<file path="src/rtl/rv_writeback_pkg.sv">
// rv_writeback_pkg
//   Shared definitions for the uRV write-back stage:
//   - load funct3 encodings (LDST_B/H/W/BU/HU)
//   - write-back FSM state encoding (exposed on the debug port)
//   Optional feature macro used by the files of this block: RV_WB_MUL_EN
package rv_writeback_pkg;

   localparam logic [2:0] LDST_B  = 3'b000;
   localparam logic [2:0] LDST_H  = 3'b001;
   localparam logic [2:0] LDST_W  = 3'b010;
   localparam logic [2:0] LDST_BU = 3'b100;
   localparam logic [2:0] LDST_HU = 3'b101;

   typedef enum logic [0:0] {
      ST_IDLE      = 1'b0,
      ST_LOAD_WAIT = 1'b1
   } wb_state_e;

endpackage

</file>
<file path="src/rtl/rv_writeback_if.sv">
// rv_writeback_if
//   Bundles every non-clock/reset signal of the write-back stage.
//   master : X stage / data memory side (drives x_*, dm_*, mul_*)
//   slave  : rv_writeback (drives w_stall_o, rf_*, dbg_state_o)
//   Handshake: there is no ready. An instruction presented with x_valid_i=1
//   is accepted on a rising edge where w_stall_o=0; while w_stall_o=1 the
//   producer must hold it. dm_load_done_i is a single-cycle data-valid
//   qualifier for dm_data_l_i and has no backpressure.
//   Optional: RV_WB_MUL_EN adds mul_result_i and x_mul_i.
interface rv_writeback_if;
   import rv_writeback_pkg::*;

   logic        x_valid_i;
   logic [4:0]  x_rd_i;
   logic [31:0] x_rd_value_i;
   logic        x_rd_write_i;
   logic        x_load_i;
   logic [2:0]  x_fun_i;
   logic [1:0]  x_dm_addr_i;
   logic [31:0] dm_data_l_i;
   logic        dm_load_done_i;
   logic        w_stall_o;
   logic [4:0]  rf_rd_o;
   logic [31:0] rf_rd_value_o;
   logic        rf_rd_store_o;
   logic        rf_bypass_write_o;
   logic [31:0] rf_bypass_value_o;
   wb_state_e   dbg_state_o;
`ifdef RV_WB_MUL_EN
   logic [31:0] mul_result_i;
   logic        x_mul_i;
`endif

   modport master (
`ifdef RV_WB_MUL_EN
      output mul_result_i, x_mul_i,
`endif
      output x_valid_i, x_rd_i, x_rd_value_i, x_rd_write_i, x_load_i,
      output x_fun_i, x_dm_addr_i, dm_data_l_i, dm_load_done_i,
      input  w_stall_o, rf_rd_o, rf_rd_value_o, rf_rd_store_o,
      input  rf_bypass_write_o, rf_bypass_value_o, dbg_state_o
   );

   modport slave (
`ifdef RV_WB_MUL_EN
      input  mul_result_i, x_mul_i,
`endif
      input  x_valid_i, x_rd_i, x_rd_value_i, x_rd_write_i, x_load_i,
      input  x_fun_i, x_dm_addr_i, dm_data_l_i, dm_load_done_i,
      output w_stall_o, rf_rd_o, rf_rd_value_o, rf_rd_store_o,
      output rf_bypass_write_o, rf_bypass_value_o, dbg_state_o
   );

endinterface

</file>
<file path="src/rtl/rv_writeback_load_align.sv">
// rv_load_align
//   Purely combinational load data aligner / extender.
//   i_fun   : load funct3
//   i_addr  : byte offset of the load address
//   i_data  : raw 32-bit data memory word
//   o_value : register file value
//   Byte loads pick the byte at i_addr, halfword loads the half at i_addr[1];
//   B/H sign-extend, BU/HU zero-extend, everything else passes the word.
module rv_load_align
   import rv_writeback_pkg::*;
(
   input  logic [2:0]  i_fun,
   input  logic [1:0]  i_addr,
   input  logic [31:0] i_data,
   output logic [31:0] o_value
);

   logic [7:0]  w_byte;
   logic [15:0] w_half;

   always_comb begin
      w_byte = i_data[7:0];
      case (i_addr)
         2'd0:    w_byte = i_data[7:0];
         2'd1:    w_byte = i_data[15:8];
         2'd2:    w_byte = i_data[23:16];
         default: w_byte = i_data[31:24];
      endcase
      // Halfword offset bit 0 is deliberately ignored (misaligned halves
      // are not trapped here).
      w_half = i_addr[1] ? i_data[31:16] : i_data[15:0];
   end

   always_comb begin
      o_value = i_data;
      case (i_fun)
         LDST_B:  o_value = {{24{w_byte[7]}}, w_byte};
         LDST_BU: o_value = {24'h0, w_byte};
         LDST_H:  o_value = {{16{w_half[15]}}, w_half};
         LDST_HU: o_value = {16'h0, w_half};
         default: o_value = i_data;
      endcase
   end

endmodule

</file>
<file path="src/rtl/rv_writeback.sv">
// rv_writeback
//   Final (W) pipeline stage of the uRV core.
//   clk_i   : core clock, rising edge
//   rst_n_i : asynchronous active-low reset
//   wb      : rv_writeback_if.slave (X stage results, data memory read
//             data, register file write port, W->X bypass, stall, debug state)
//   The W registers capture the X stage whenever the stage is not stalled.
//   A load in W stalls the pipe until dm_load_done_i, then is aligned and
//   written in that same cycle. Loads (and multiplies) never use the early
//   bypass.
//   Optional: RV_WB_MUL_EN selects mul_result_i as the write value for
//   instructions flagged x_mul_i.
module rv_writeback
   import rv_writeback_pkg::*;
(
   input  logic clk_i,
   input  logic rst_n_i,
   rv_writeback_if.slave wb
);

   logic        r_valid;
   logic [4:0]  r_rd;
   logic [31:0] r_value;
   logic        r_write;
   logic        r_load;
   logic [2:0]  r_fun;
   logic [1:0]  r_addr;
`ifdef RV_WB_MUL_EN
   logic        r_mul;
`endif

   wb_state_e   r_state;
   wb_state_e   w_state_nxt;

   logic        w_stall;
   logic        w_store;
   logic        w_bypass;
   logic [31:0] w_load_value;
   logic [31:0] w_rd_value;

   rv_load_align u_align (
      .i_fun   (r_fun),
      .i_addr  (r_addr),
      .i_data  (wb.dm_data_l_i),
      .o_value (w_load_value)
   );

   // W pipeline registers: hold everything while a load waits.
   always_ff @(posedge clk_i or negedge rst_n_i) begin
      if (!rst_n_i) begin
         r_valid <= 1'b0;
         r_rd    <= 5'd0;
         r_value <= 32'd0;
         r_write <= 1'b0;
         r_load  <= 1'b0;
         r_fun   <= 3'd0;
         r_addr  <= 2'd0;
`ifdef RV_WB_MUL_EN
         r_mul   <= 1'b0;
`endif
      end else if (!w_stall) begin
         r_valid <= wb.x_valid_i;
         r_rd    <= wb.x_rd_i;
         r_value <= wb.x_rd_value_i;
         r_write <= wb.x_rd_write_i;
         r_load  <= wb.x_load_i;
         r_fun   <= wb.x_fun_i;
         r_addr  <= wb.x_dm_addr_i;
`ifdef RV_WB_MUL_EN
         r_mul   <= wb.x_mul_i;
`endif
      end
   end

   // FSM: state register
   always_ff @(posedge clk_i or negedge rst_n_i) begin
      if (!rst_n_i) r_state <= ST_IDLE;
      else          r_state <= w_state_nxt;
   end

   // FSM: next state. A load captured while done is already high (the
   // previous load completing) stays in IDLE; stall itself is derived from
   // the W registers, so the state is informational for the debug port.
   always_comb begin
      w_state_nxt = r_state;
      case (r_state)
         ST_IDLE: begin
            if (!w_stall && wb.x_valid_i && wb.x_load_i && !wb.dm_load_done_i)
               w_state_nxt = ST_LOAD_WAIT;
         end
         ST_LOAD_WAIT: begin
            if (wb.dm_load_done_i)
               w_state_nxt = ST_IDLE;
         end
         default: w_state_nxt = ST_IDLE;
      endcase
   end

   // FSM: outputs
   always_comb begin
      w_stall  = r_valid & r_load & ~wb.dm_load_done_i;
      w_store  = r_valid & r_write & (~r_load | wb.dm_load_done_i);
`ifdef RV_WB_MUL_EN
      w_bypass = r_valid & r_write & ~r_load & ~r_mul;
`else
      w_bypass = r_valid & r_write & ~r_load;
`endif
      w_rd_value = r_value;
      if (r_load)
         w_rd_value = w_load_value;
`ifdef RV_WB_MUL_EN
      else if (r_mul)
         w_rd_value = wb.mul_result_i;
`endif
   end

   assign wb.w_stall_o         = w_stall;
   assign wb.rf_rd_o           = r_rd;
   assign wb.rf_rd_value_o     = w_rd_value;
   assign wb.rf_rd_store_o     = w_store;
   assign wb.rf_bypass_write_o = w_bypass;
   assign wb.rf_bypass_value_o = r_value;
   assign wb.dbg_state_o       = r_state;

endmodule

</file>
<file path="src/flat_wrapper.sv">
// flat-port wrapper written by rule: the top's interface ports become plain ports
module rv_writeback_flat import rv_writeback_pkg::*;
  (clk_i, rst_n_i, wb_x_valid_i, wb_x_rd_i, wb_x_rd_value_i, wb_x_rd_write_i, wb_x_load_i, wb_x_fun_i, wb_x_dm_addr_i, wb_dm_data_l_i, wb_dm_load_done_i, wb_w_stall_o, wb_rf_rd_o, wb_rf_rd_value_o, wb_rf_rd_store_o, wb_rf_bypass_write_o, wb_rf_bypass_value_o, wb_dbg_state_o);
  rv_writeback_if wb_i ();
  input  logic clk_i;
  input  logic rst_n_i;
  input wire logic [$bits(wb_i.x_valid_i)-1:0] wb_x_valid_i;
  input wire logic [$bits(wb_i.x_rd_i)-1:0] wb_x_rd_i;
  input wire logic [$bits(wb_i.x_rd_value_i)-1:0] wb_x_rd_value_i;
  input wire logic [$bits(wb_i.x_rd_write_i)-1:0] wb_x_rd_write_i;
  input wire logic [$bits(wb_i.x_load_i)-1:0] wb_x_load_i;
  input wire logic [$bits(wb_i.x_fun_i)-1:0] wb_x_fun_i;
  input wire logic [$bits(wb_i.x_dm_addr_i)-1:0] wb_x_dm_addr_i;
  input wire logic [$bits(wb_i.dm_data_l_i)-1:0] wb_dm_data_l_i;
  input wire logic [$bits(wb_i.dm_load_done_i)-1:0] wb_dm_load_done_i;
  output wire logic [$bits(wb_i.w_stall_o)-1:0] wb_w_stall_o;
  output wire logic [$bits(wb_i.rf_rd_o)-1:0] wb_rf_rd_o;
  output wire logic [$bits(wb_i.rf_rd_value_o)-1:0] wb_rf_rd_value_o;
  output wire logic [$bits(wb_i.rf_rd_store_o)-1:0] wb_rf_rd_store_o;
  output wire logic [$bits(wb_i.rf_bypass_write_o)-1:0] wb_rf_bypass_write_o;
  output wire logic [$bits(wb_i.rf_bypass_value_o)-1:0] wb_rf_bypass_value_o;
  output wire logic [$bits(wb_i.dbg_state_o)-1:0] wb_dbg_state_o;
  assign wb_i.x_valid_i = wb_x_valid_i;
  assign wb_i.x_rd_i = wb_x_rd_i;
  assign wb_i.x_rd_value_i = wb_x_rd_value_i;
  assign wb_i.x_rd_write_i = wb_x_rd_write_i;
  assign wb_i.x_load_i = wb_x_load_i;
  assign wb_i.x_fun_i = wb_x_fun_i;
  assign wb_i.x_dm_addr_i = wb_x_dm_addr_i;
  assign wb_i.dm_data_l_i = wb_dm_data_l_i;
  assign wb_i.dm_load_done_i = wb_dm_load_done_i;
  assign wb_w_stall_o = wb_i.w_stall_o;
  assign wb_rf_rd_o = wb_i.rf_rd_o;
  assign wb_rf_rd_value_o = wb_i.rf_rd_value_o;
  assign wb_rf_rd_store_o = wb_i.rf_rd_store_o;
  assign wb_rf_bypass_write_o = wb_i.rf_bypass_write_o;
  assign wb_rf_bypass_value_o = wb_i.rf_bypass_value_o;
  assign wb_dbg_state_o = wb_i.dbg_state_o;
  rv_writeback u_core (.clk_i(clk_i), .rst_n_i(rst_n_i), .wb(wb_i));
endmodule
</file>
<file path="config.mk">
export PLATFORM = sky130hd
export DESIGN_NAME = rv_writeback_flat
export DESIGN_NICKNAME = d
export VERILOG_FILES = /design/src/rtl/rv_writeback_pkg.sv /design/src/rtl/rv_writeback_if.sv /design/src/rtl/rv_writeback_load_align.sv /design/src/rtl/rv_writeback.sv /design/src/flat_wrapper.sv
export SDC_FILE = /design/constraint.sdc
export NUM_CORES = 1
export LEC_CHECK = 0
export ABC_CLOCK_PERIOD_IN_PS = 2100
export BUFFER_PORTS_ARGS = -buffer_cell sky130_fd_sc_hd__buf_2
export CAP_MARGIN = 5
export CORE_UTILIZATION = 35
export CTS_CLUSTER_DIAMETER = 200
export CTS_CLUSTER_SIZE = 10
export DETAILED_ROUTE_END_ITERATION = 10
export GPL_TIMING_DRIVEN = 0
export PLACE_DENSITY = 0.66
export RECOVER_POWER = 50
export SYNTH_ARGS = -nofsm -noshare
export SYNTH_HDL_FRONTEND = slang
export SYNTH_SLANG_ARGS = --single-unit
</file>
<file path="constraint.sdc">
create_clock -name clk_i -period 2.1 [get_ports clk_i]
set_clock_uncertainty 0.2 [all_clocks]
set_input_delay 0.105 -clock clk_i [delete_from_list [all_inputs] [get_ports clk_i]]
set_output_delay 0.105 -clock clk_i [all_outputs]
set_load 0.03 [all_outputs]
</file>
### After elaboration in Yosys (flattened, before gate mapping)

Index checks and enable logic that the tools add are counted.

* eq/ne operators: 5
* multiplexer cells: 7
* bitwise operators: 9
* reduce and logical (&&, ||, !) cells: 7

Operator list (count)
* $pmux 32 s4: 1
* $mux 32: 1
* $pmux 8 s3: 1
* $mux 16: 1
* $eq 3x3->1 const B: 2
* $and 1x1->1: 5
* $eq 3x1->1 const B: 1
* $logic_and 1x1->1: 3
* $logic_not 3->1: 1
* $not 1->1: 3
* $eq 2x1->1 const B: 1
* $eq 2x2->1 const B: 1
* $logic_not 1->1: 2
* $logic_not 2->1: 1
* $mux 1: 2
* $pmux 1 s2: 1
* $or 1x1->1: 1

* register bits after elaboration: 46
* input port bits: 80

### Longest topological paths before layout

Gate-level depths: netlist (run 1).

* depth in word-level cells: 8
* mapped depth: 7
* depth with buffers taken out: 4

### Hierarchy

From an unflattened synthesis (run 1), not the netlist that was laid out.

* cell total of the unflattened synthesis: 273
* area, all modules: 3231.8 um^2

By module, submodules not included
* rv_writeback: times used 1, cells an instance 140, area an instance 2262.2 um^2
* rv_load_align: times used 1, cells an instance 133, area an instance 969.7 um^2

### Worst setup path after synthesis (run 1)

No wires, ideal clock.

* kind: reg2out
* from: reg u_core.r_addr[1]
* to: out wb_rf_rd_value_o[10]
* arrival: 1.858 ns
* path slack: -0.063 ns
* stages on the path, launching flop included: 6
* path buffers: 1
* cells stage by stage: dfrtp_1 -> or2_2 -> a2bb2oi_1 -> and3_1 -> buf_2 -> a211oi_1

* cells in the longest elaborated chain, start to end: 4

RTL lines
* from (decl): line rv_writeback.sv:27 `logic [1:0] r_addr;`
* from (signal assigned): line rv_writeback.sv:68 `r_addr <= wb.x_dm_addr_i;`
* $eq 2x2->1, or another cell as far along: line rv_writeback_load_align.sv:23 `case (i_addr)`
* $pmux 8 s3: line rv_writeback_load_align.sv:23
* $pmux 32 s4 (*): line rv_writeback_load_align.sv:36 `case (i_fun)`
* $mux 32 (*): line rv_writeback.sv:109 `if (r_load)`
* to (decl): line flat_wrapper.sv:18 `output wire logic [$bits(wb_i.rf_rd_value_o)-1:0] wb_rf_rd_value_o;`

Mark *: on every way between the ends. The rest lies on a longest branch, timed or not.

### Final worst setup path (run 1)

Same ends and word-level chain as after synthesis.

==> impl_metrics.toml, run 1 <==
[run_status]
status = "complete, but fails checks"
violations = "negative setup slack"

[synthesis]
yosysMostFrequentCell = "dfrtp_1"
syn_area_per_cell_um2 = 9.77
postSynthCellCount = 275
yosysUniqueCellTypes = 34
syn_area_um2 = 2690
ys_seq_area_share_pct = 42.8
synth_async_sr_flop_share_pct = 100
yosysTopAreaCellShare_pct = 42.8
ys.flop_type = "dfrtp_1"
yosysWarnings = 0
synth_edf_count = 0
yosys-top-cells-area = "dfrtp_1 43%, mux2_2 17%, mux2i_1 4.5%"
synth_seq_cells = 46
synth_top_area_cell = "dfrtp_1"
syn_nets = 355
synthTopCellsByCount = "46 x dfrtp_1, 40 x mux2_2, 30 x nand2_1"

[floorplanning]
start_util_pct = 36.7
fp.dieH_um = 89.6
core_area_um2 = 7330
rows = 31
die_w_um = 89.6
die-area_um2 = 8030
top_level_ports = 153

[place]
routabilityCongestion = 0.828
pre_cts_ws_ns = 0.0433
hpwl_mm = 6.58
portBuffers = 152

[setup_path]
crit_required_ns = 1.79
crit_arrival_ns = 1.91
start_kind = "flop"
reg2reg_depth = 4
crit_chain = "or2_4 -> a2bb2oi_2 -> and3_4 -> buf_8 -> a211oi_2 -> buf_4"
endpoint_kind = "output pin"
r2r-start = "u_core.r_load"
worstSetupPathType = "flop to output pin"
crit_path_top_delay_cell = "dfrtp_2"
crit_family = "flip-flops"
crit_buf_inv = 2
r2r-end = "u_core.wb.rf_bypass_value_o[13]"
r2r_slack_ns = 0.32
slowest_delay_ns = 0.45
crit_fanout = 7

[global_routing]
grt_max_degree = 47
grtUsageTotal_pct = 23.4
grt.overflow.total = 0
antenna_found_initial = 0
grt_first_pass_wirelength_mm = 14.0
grt_pass1_vias = 2850

[power_and_ir_drop]
peakVddDrop_mv = 0.330
p_per_area_nw_per_um2 = 644
power.internal_uw = 1770
swShare_pct = 38.9
pwr-share-comb_pct = 45.1
leakage_uw = 0.00203
net-switching-power_uw = 1130
clkPwrFrac_pct = 19.5
p_seq_share_pct = 35.3

[job]
drv_cap = 0

[routing]
drt-initial-drc-count = 135
detail-route-antenna-nets = 0
first_pass_iters = 4
postRouteWirelength_mm = 9.37
viasPerCell = 5.00
vias = 2946
post-route-drc-count = 0
routedWlPerCell_um = 15.9

[final_layout]
drive_above_1_share_pct = 46.7
area_growth_pct = 67.1
insertedDiodeCount = 0
nNetsFinal = 569

[timing]
finalWorstSetupSlack_ns = -0.118
max_freq_ghz = 0.451
drv_slew = 0
period_needed_ns = 2.22
fin_crit_sh_pct = 106
rsz0062_at_grt = "yes"
finalHoldViolations = 0
slew_headroom_pct = 32.0
worstMarginPinSlew_ns = 1.02
finalSetupTns_ns = -2.28
setup_viol = 29

[clock_network]
clk_pin_slew_worst_paths_ns = 0.08
clk_latency_ns = 0.31
cts_buffers = 5
clock-sinks = 46
htree_levels = 2
clockBufferDepth = 2
cts-root-buf = "clkbuf_8"
cts_tree = "yes"

[min_path]
hold_class = "primary input to asynchronous set/reset pin"
## routing by layer
layer | share of wire, % | routed length, um | track usage (%)
met4 | 2.3 | 211 | 7.94
met3 | 5.6 | 524 | 5.03
met1 | 41 | 3860 | 27.7
met5 | 0 | 0 | 0
met2 | 51 | 4780 | 41.8
## cells by family after synthesis
logic type	count (synthesis)	share of synthesized area, %
and+or+nand+nor	78	14.8
buffers and inverters	26	4.66
DFF	46	42.8
muxes	53	21.8
AOI/OAI and AO/OA	72	15.9
## worst max path at each step
stage               slack (ns)                    to  cells after the start        startpoint
floorplan                -0.06  wb_rf_rd_value_o[10]                      5  u_core.r_addr[1]
global placement          0.06  wb_rf_rd_value_o[13]                      5     u_core.r_load
detailed placement        0.04  wb_rf_rd_value_o[20]                      8   u_core.r_fun[1]
CTS                      -0.09  wb_rf_rd_value_o[20]                      6  u_core.r_addr[0]
global route             -0.19  wb_rf_rd_value_o[20]                      6  u_core.r_addr[0]
finish                   -0.12  wb_rf_rd_value_o[10]                      6  u_core.r_addr[1]
## sequential cells by signal, indices dropped and copies added, names as in the netlist
name and count:
u_core.r_load 1, u_core.r_write 1, u_core.r_addr 2, u_core.r_valid 1
u_core.wb.rf_rd_o 5, u_core.wb.rf_bypass_value_o 32, u_core.wb.dbg_state_o 1, u_core.r_fun 3
## stage by stage
stage / hold slack [ns] / utilization (%) / power [uW] / area, um2 / cells
detailed placement: 0.0864 / 48.7 / 2090 / 3570 / 526
CTS: 0.296 / 60.3 / 2880 / 4420 / 587
global placement: 0.0749 / 48.7 / 2080 / 3570 / 526
global route: 0.313 / 61.3 / 3050 / 4490 / 589
floorplan: -0.391 / - / 1740 / 2690 / 275
finish: 0.310 / 61.3 / 2890 / 4490 / 589
## cells in the final DEF, fill, tap and decap left out, drive strengths merged
cell type,instances
buf,136
clkbuf,52
dlygate4sd3,47
dfrtp,46
mux2,41
nand2,30
o21ai,23
a21oi,21
nand3,17
mux2i,12
o22ai,10
nor2,9
a211oi,7
nand3b,5
inv,5
nand2b,5
nor2b,4
a22oi,3
and3,2
or2,2
nor4,1
nor3,1
a2bb2oi,1
o221ai,1
o211a,1
o2111ai,1
o32a,1
or2b,1
and2,1
a21o,1
a221o,1
a31oi,1
clkinv,1
## timing repair
action	in CTS	in global routing
setup buffers	8	2
endpoints found under the hold margin	92	0
gates resized for setup	73	31
setup endpoints to repair	32	33
hold buffers	47	0
pin swaps	5	4
## power by group through the flow
stage / Combinational [uW] / Sequential, uW / Clock [uW]
global placement: 1050 / 1030 / 0
floorplan: 584 / 1150 / 0
finish: 1310 / 1020 / 565
CTS: 1260 / 1020 / 594
detailed placement: 1060 / 1040 / 0
global route: 1400 / 1030 / 613
## worst register-to-register path, delay by kind of cell (launching register included)
family / cells / cell delay [ns]
flip-flops: 1 / 0.45
multiplexers: 1 / 0.38
buffers and inverters: 1 / 0.32
AND/OR/NAND/NOR: 2 / 0.30
## cell type report
cell class              count  area (um2)
plain buffers              19         140
clock inverters             1        5.00
repair buffers            209        1350
clock buffers               7        86.3
inverters                   5        18.8
flip-flops and latches     46        1160
fillers                   645        2840
well taps                  99         124
multi-input cells         203        1610
No activity file was read; power rests on OpenSTA's default activity.
==> run 2, diff against run 1 <==
- ABC_AREA: not set -> 1
- CORE_MARGIN: not set -> 10
- PLACE_DENSITY: 0.66 -> not set
- REMOVE_ABC_BUFFERS: not set -> 1
==> impl_metrics.toml, run 2 <==
[place]
hpwl_mm = 7.63
routabilityCongestion = 0.883
place_inst = 635
portBuffers = 152

[setup_path]
worstSetupPathType = "flop to output pin"
crit_arrival_ns = 1.87
crit_required_ns = 1.79
start_kind = "flop"
crit_fanout = 8
endpoint_kind = "output pin"

[synthesis]
yosys.area_share.simple_pct = 33.7
yosysMostFrequentCell = "nand2_1"
synth-xor-area-share_pct = 0
synth_seq_cells = 46
syn_area_per_cell_um2 = 7.05
yosys-top-cells-area = "dfrtp_1 40%, nand2_1 25%, a21oi_1 6.5%"
muxShareOfSynthArea_pct = 0
syn_area_um2 = 2860
yosysTopAreaCellShare_pct = 40.2
synth_top_family_by_area = "simple AND/OR/NAND/NOR gates"
synthTopCellsByCount = "188 x nand2_1, 46 x dfrtp_1, 37 x a21oi_1"
synth_top_area_cell = "dfrtp_1"
synth_async_sr_flop_share_pct = 100
synth_edf_count = 0
postSynthCellCount = 406
synthAdderAreaFrac_pct = 0
yosysUniqueCellTypes = 29
ys_seq_area_share_pct = 40.2
ys.flop_type = "dfrtp_1"
synth_compound_gate_area_share_pct = 17.9
yosysWarnings = 0

[global_routing]
antenna_found_initial = 0
grt.overflow.total = 0
grtUsageTotal_pct = 19.9
grt_first_pass_wirelength_mm = 20.1
grt_max_degree = 47
grt_pass1_vias = 3687

[routing]
first_pass_iters = 4
viasPerCell = 4.96
detail-route-antenna-nets = 0
postRouteWirelength_mm = 13.1
routedWlPerCell_um = 18.0
vias = 3609
post-route-drc-count = 0
drt-initial-drc-count = 175

[clock_network]
clock-sinks = 46
htree_levels = 2
clk_pin_slew_worst_paths_ns = 0.09
cts_tree = "yes"
clk_latency_ns = 0.30
cts-root-buf = "clkbuf_8"
cts_buffers = 5
clockBufferDepth = 2

[power_and_ir_drop]
power.total_uw = 3120
leakage_uw = 0.00244
peakVddDrop_mv = 0.318
p_per_area_nw_per_um2 = 632

[floorplanning]
rows = 32
die_w_um = 110
fp.dieH_um = 110
start_util_pct = 36.5
die-area_um2 = 12200
top_level_ports = 153
core_area_um2 = 7850

[timing]
slew_headroom_pct = 18.4
drv_slew = 0
worstMarginPinSlew_ns = 1.22
max_freq_ghz = 0.460
fin_crit_sh_pct = 104
finalWorstSetupSlack_ns = -0.0758
finalHoldViolations = 0
period_needed_ns = 2.18
whs_ns = 0.279
setup_viol = 18
rsz0062_at_grt = "yes"

[final_layout]
layout_common_cells = "165 x nand2_1, 82 x buf_2, 48 x dlygate4sd3_1"
area_growth_pct = 72.4
largest_reg_flops = 32
drive_above_1_share_pct = 37.1
insertedDiodeCount = 0
mostFrequentLayoutCell = "nand2_1"
fill_cells = 723
layout.cells.non_filler = 727
nNetsFinal = 704

[min_path]
hold_class = "flop to flop"

[run_status]
violations = "negative setup slack"
status = "complete, but fails checks"

[job]
drv_cap = 0
==> run 2: final timing paths <==
path / from / to / slack [ns] / cells after the start
min in group asynchronous: rst_n_i / u_core.wb.rf_bypass_value_o[31] / 0.39 / 2
hold / removal: u_core.wb.rf_rd_o[0] / u_core.wb.rf_rd_o[0] / 0.28 / 2
setup / recovery: u_core.r_addr[1] / wb_rf_rd_value_o[16] / -0.08 / 9
max in group asynchronous: rst_n_i / u_core.r_fun[1] / 0.43 / 2
hold reg to reg: u_core.wb.rf_rd_o[0] / u_core.wb.rf_rd_o[0] / 0.28 / 2
setup reg to reg: u_core.r_load / u_core.wb.dbg_state_o / 0.11 / 4
==> run 2: layout make-up <==
cell class                      instances  area (um2)  area share, %
Sequential cell                        46        1160           23.6
Multi-Input combinational cell        318        1790           36.3
Timing Repair Buffer                  228        1620           32.8
Tap cell                              102         128           2.58
Clock buffer                            6        82.6           1.67
Clock inverter                          2        12.5          0.253
Timing Repair inverter                  5        37.5          0.760
Inverter                               20         106           2.15
==> run 2: per-stage QoR <==
step	setup TNS (ns)	setup WS, ns	utilization (%)	instance area, um2
after floorplan	-26.81	-0.724	-	2710
after global placement	-95.58	-1.97	45.9	3600
after detailed placement	-96.70	-2.00	45.9	3600
after CTS	-0.319	-0.0640	57.9	4540
after global routing	-2.25	-0.149	62.9	4940
final	-0.621	-0.0758	62.9	4940
==> run 2: cells by family after synthesis <==
logic type             count (synthesis)
buffers and inverters                 45
AOI/OAI and AO/OA                     76
DFF                                   46
and+or+nand+nor                      239
==> run 2: critical path, stage by stage, from the launching register on <==
cell	delay, ns
dfrtp_4	0.52
buf_12	0.15
clkinv_8	0.05
nand2_4	0.04
nand2_4	0.09
nand2_4	0.05
nand3_4	0.15
nand2_8	0.14
a21oi_4	0.21
buf_6	0.15
==> run 2: power breakdown <==
group / switching [uW] / internal, uW
registers: 79.5 / 968
logic: 915 / 567
clock network: 326 / 265
total: 1320 / 1800
==> run 2: layer usage <==
| layer | GRT usage [%] | vias up | share of wire (%) |
|---|---|---|---|
| met5 | 0 | - | 0 |
| met4 | 3.45 | 0 | 1.3 |
| met3 | 6.97 | 21 | 9.2 |
| met2 | 32.9 | 169 | 47 |
| met1 | 24.5 | 1699 | 42 |
| li1 | - | 1720 | - |
==> run 2: repair_timing <==
item	in CTS	in global routing
setup buffers	10	18
hold endpoints to repair	92	0
pin swaps	2	25
cloned	8	0
resized for setup	74	84
setup endpoints to repair	79	44
hold buffers	48	0
==> run 3, diff against run 2 <==
- ABC_CLOCK_PERIOD_IN_PS: 2100 -> 2230
- RECOVER_POWER: 50 -> not set
- SETUP_SLACK_MARGIN: not set -> 0.02
- clock period: 2.1 -> 2.23 ns (I/O delays scaled with it)
==> impl_metrics.toml, run 3 (synthesized netlist as in run 2, its figures left out) <==
[clock_network]
clockBufferDepth = 2
cts-root-buf = "clkbuf_8"
clk_pin_slew_worst_paths_ns = 0.09
cts_tree = "yes"
clock-sinks = 46
cts_buffers = 5
htree_levels = 2
clk_latency_ns = 0.30

[power_and_ir_drop]
net-switching-power_uw = 1160
power.internal_uw = 1600
power.total_uw = 2770
peakVddDrop_mv = 0.292
clkPwrFrac_pct = 19.9
leakage_uw = 0.00241
p_seq_share_pct = 35.8
swShare_pct = 42.1
p_per_area_nw_per_um2 = 605
pwr-share-comb_pct = 44.3

[floorplanning]
die_w_um = 110
top_level_ports = 153
rows = 32
start_util_pct = 36.5
core_area_um2 = 7850
die-area_um2 = 12200
fp.dieH_um = 110

[setup_path]
start_kind = "flop"
crit_chain = "buf_4 -> nor2_1 -> nand2_1 -> nand3_4 -> nand2_8 -> a21oi_2 -> buf_4"
crit_buf_inv = 2
crit_fanout = 8
crit_required_ns = 1.92
crit_path_top_delay_cell = "dfrtp_4"
crit_top_cell = "buf_4"
slowest_delay_ns = 0.54
endpoint_kind = "output pin"
crit_arrival_ns = 1.84
crit_family = "flip-flops"
worstSetupPathType = "flop to output pin"
r2r_slack_ns = 0.15

[global_routing]
grt.overflow.total = 0
grt_max_degree = 47
antenna_found_initial = 0
grtUsageTotal_pct = 19.3
grt_first_pass_wirelength_mm = 19.6
grt_pass1_vias = 3645

[place]
dpl_cell_area_um2 = 3600
place_inst = 635
hpwl_mm = 7.63
routabilityCongestion = 0.883
portBuffers = 152

[timing]
rsz0062_at_grt = "yes"
max_freq_ghz = 0.464
drv_slew = 0
period_needed_ns = 2.15
worstMarginPinSlew_ns = 1.07
whs_ns = 0.274
fin_crit_sh_pct = 96.6
setup_viol = 0
slew_headroom_pct = 28.4
finalHoldViolations = 0

[final_layout]
layout.cells.non_filler = 716
largest_reg_flops = 32
layout_common_cells = "184 x nand2_1, 133 x buf_2, 48 x dlygate4sd3_1"
insertedDiodeCount = 0
design_area_um2 = 4570
final_util_pct = 58.2
nNetsFinal = 693
mostFrequentLayoutCell = "nand2_1"
area_growth_pct = 59.6
drive_above_1_share_pct = 37.3

[routing]
first_pass_iters = 5
drt-initial-drc-count = 193
postRouteWirelength_mm = 12.4
viasPerCell = 4.88
routedWlPerCell_um = 17.4
detail-route-antenna-nets = 0
post-route-drc-count = 0
vias = 3493

[min_path]
hold_class = "flop to flop"

[job]
drv_cap = 0

[run_status]
status = "completed"
## run 3: stage by stage
stage / setup slack, ns / TNS [ns]
2_1_floorplan: -0.594 / -21.09
3_3_place_gp: -1.85 / -85.52
3_5_place_dp: -1.87 / -86.65
4_1_cts: 0.0225 / 0
5_1_grt: -0.00611 / -0.0186
6_report: 0.0752 / 0
## run 3: repair_timing
action                                 4_1_cts  5_1_grt
hold buffers                                48        0
setup endpoints to repair                   79       32
resized for setup                           16       65
pin swaps                                    1        4
gates cloned                                 7        1
endpoints found under the hold margin       92        0
buffers inserted                             7       10
## run 3: final cells by class
cell class / count / area [um2]
fillers: 786 / 3280
multi-input cells: 318 / 1610
repair buffers: 217 / 1440
flip-flops and latches: 46 / 1160
well taps: 102 / 128
inverters: 20 / 95.1
clock buffers: 6 / 82.6
repair inverters: 5 / 35.0
clock inverters: 2 / 12.5
## run 3: power groups by stage
stage	sequential, uW	clock (uW)	combinational (uW)
3_5_place_dp	1020	0	989
5_1_grt	1000	595	1320
2_1_floorplan	1130	0	520
3_3_place_gp	1010	0	983
6_report	990	552	1220
4_1_cts	989	567	1130
## run 3: path summary, 6_finish.rpt
kind	cells past startpoint	start	to
min reg2reg	2	u_core.wb.rf_rd_o[3]	u_core.wb.rf_rd_o[3]
min in group asynchronous	2	rst_n_i	u_core.wb.rf_bypass_value_o[31]
max reg2reg	4	u_core.r_load	u_core.wb.rf_bypass_value_o[26]
min	2	u_core.wb.rf_rd_o[3]	u_core.wb.rf_rd_o[3]
max	7	u_core.r_fun[1]	wb_rf_rd_value_o[16]
max in group asynchronous	2	rst_n_i	u_core.r_fun[1]
## run 3: metal layers
metal / vias up / wire [um] / GRT usage [%]
li1: 1698 / - / -
met1: 1635 / 5370 / 23.8
met2: 152 / 5880 / 32.7
met3: 8 / 1130 / 6.21
met4: 0 / 70 / 2.76
met5: - / 0 / 0
## run 3: worst min-delay path, delay by kind of cell, from the launching register on
family,cells,cell delay (ns)
flops,1,0.35
simple gates,2,0.10
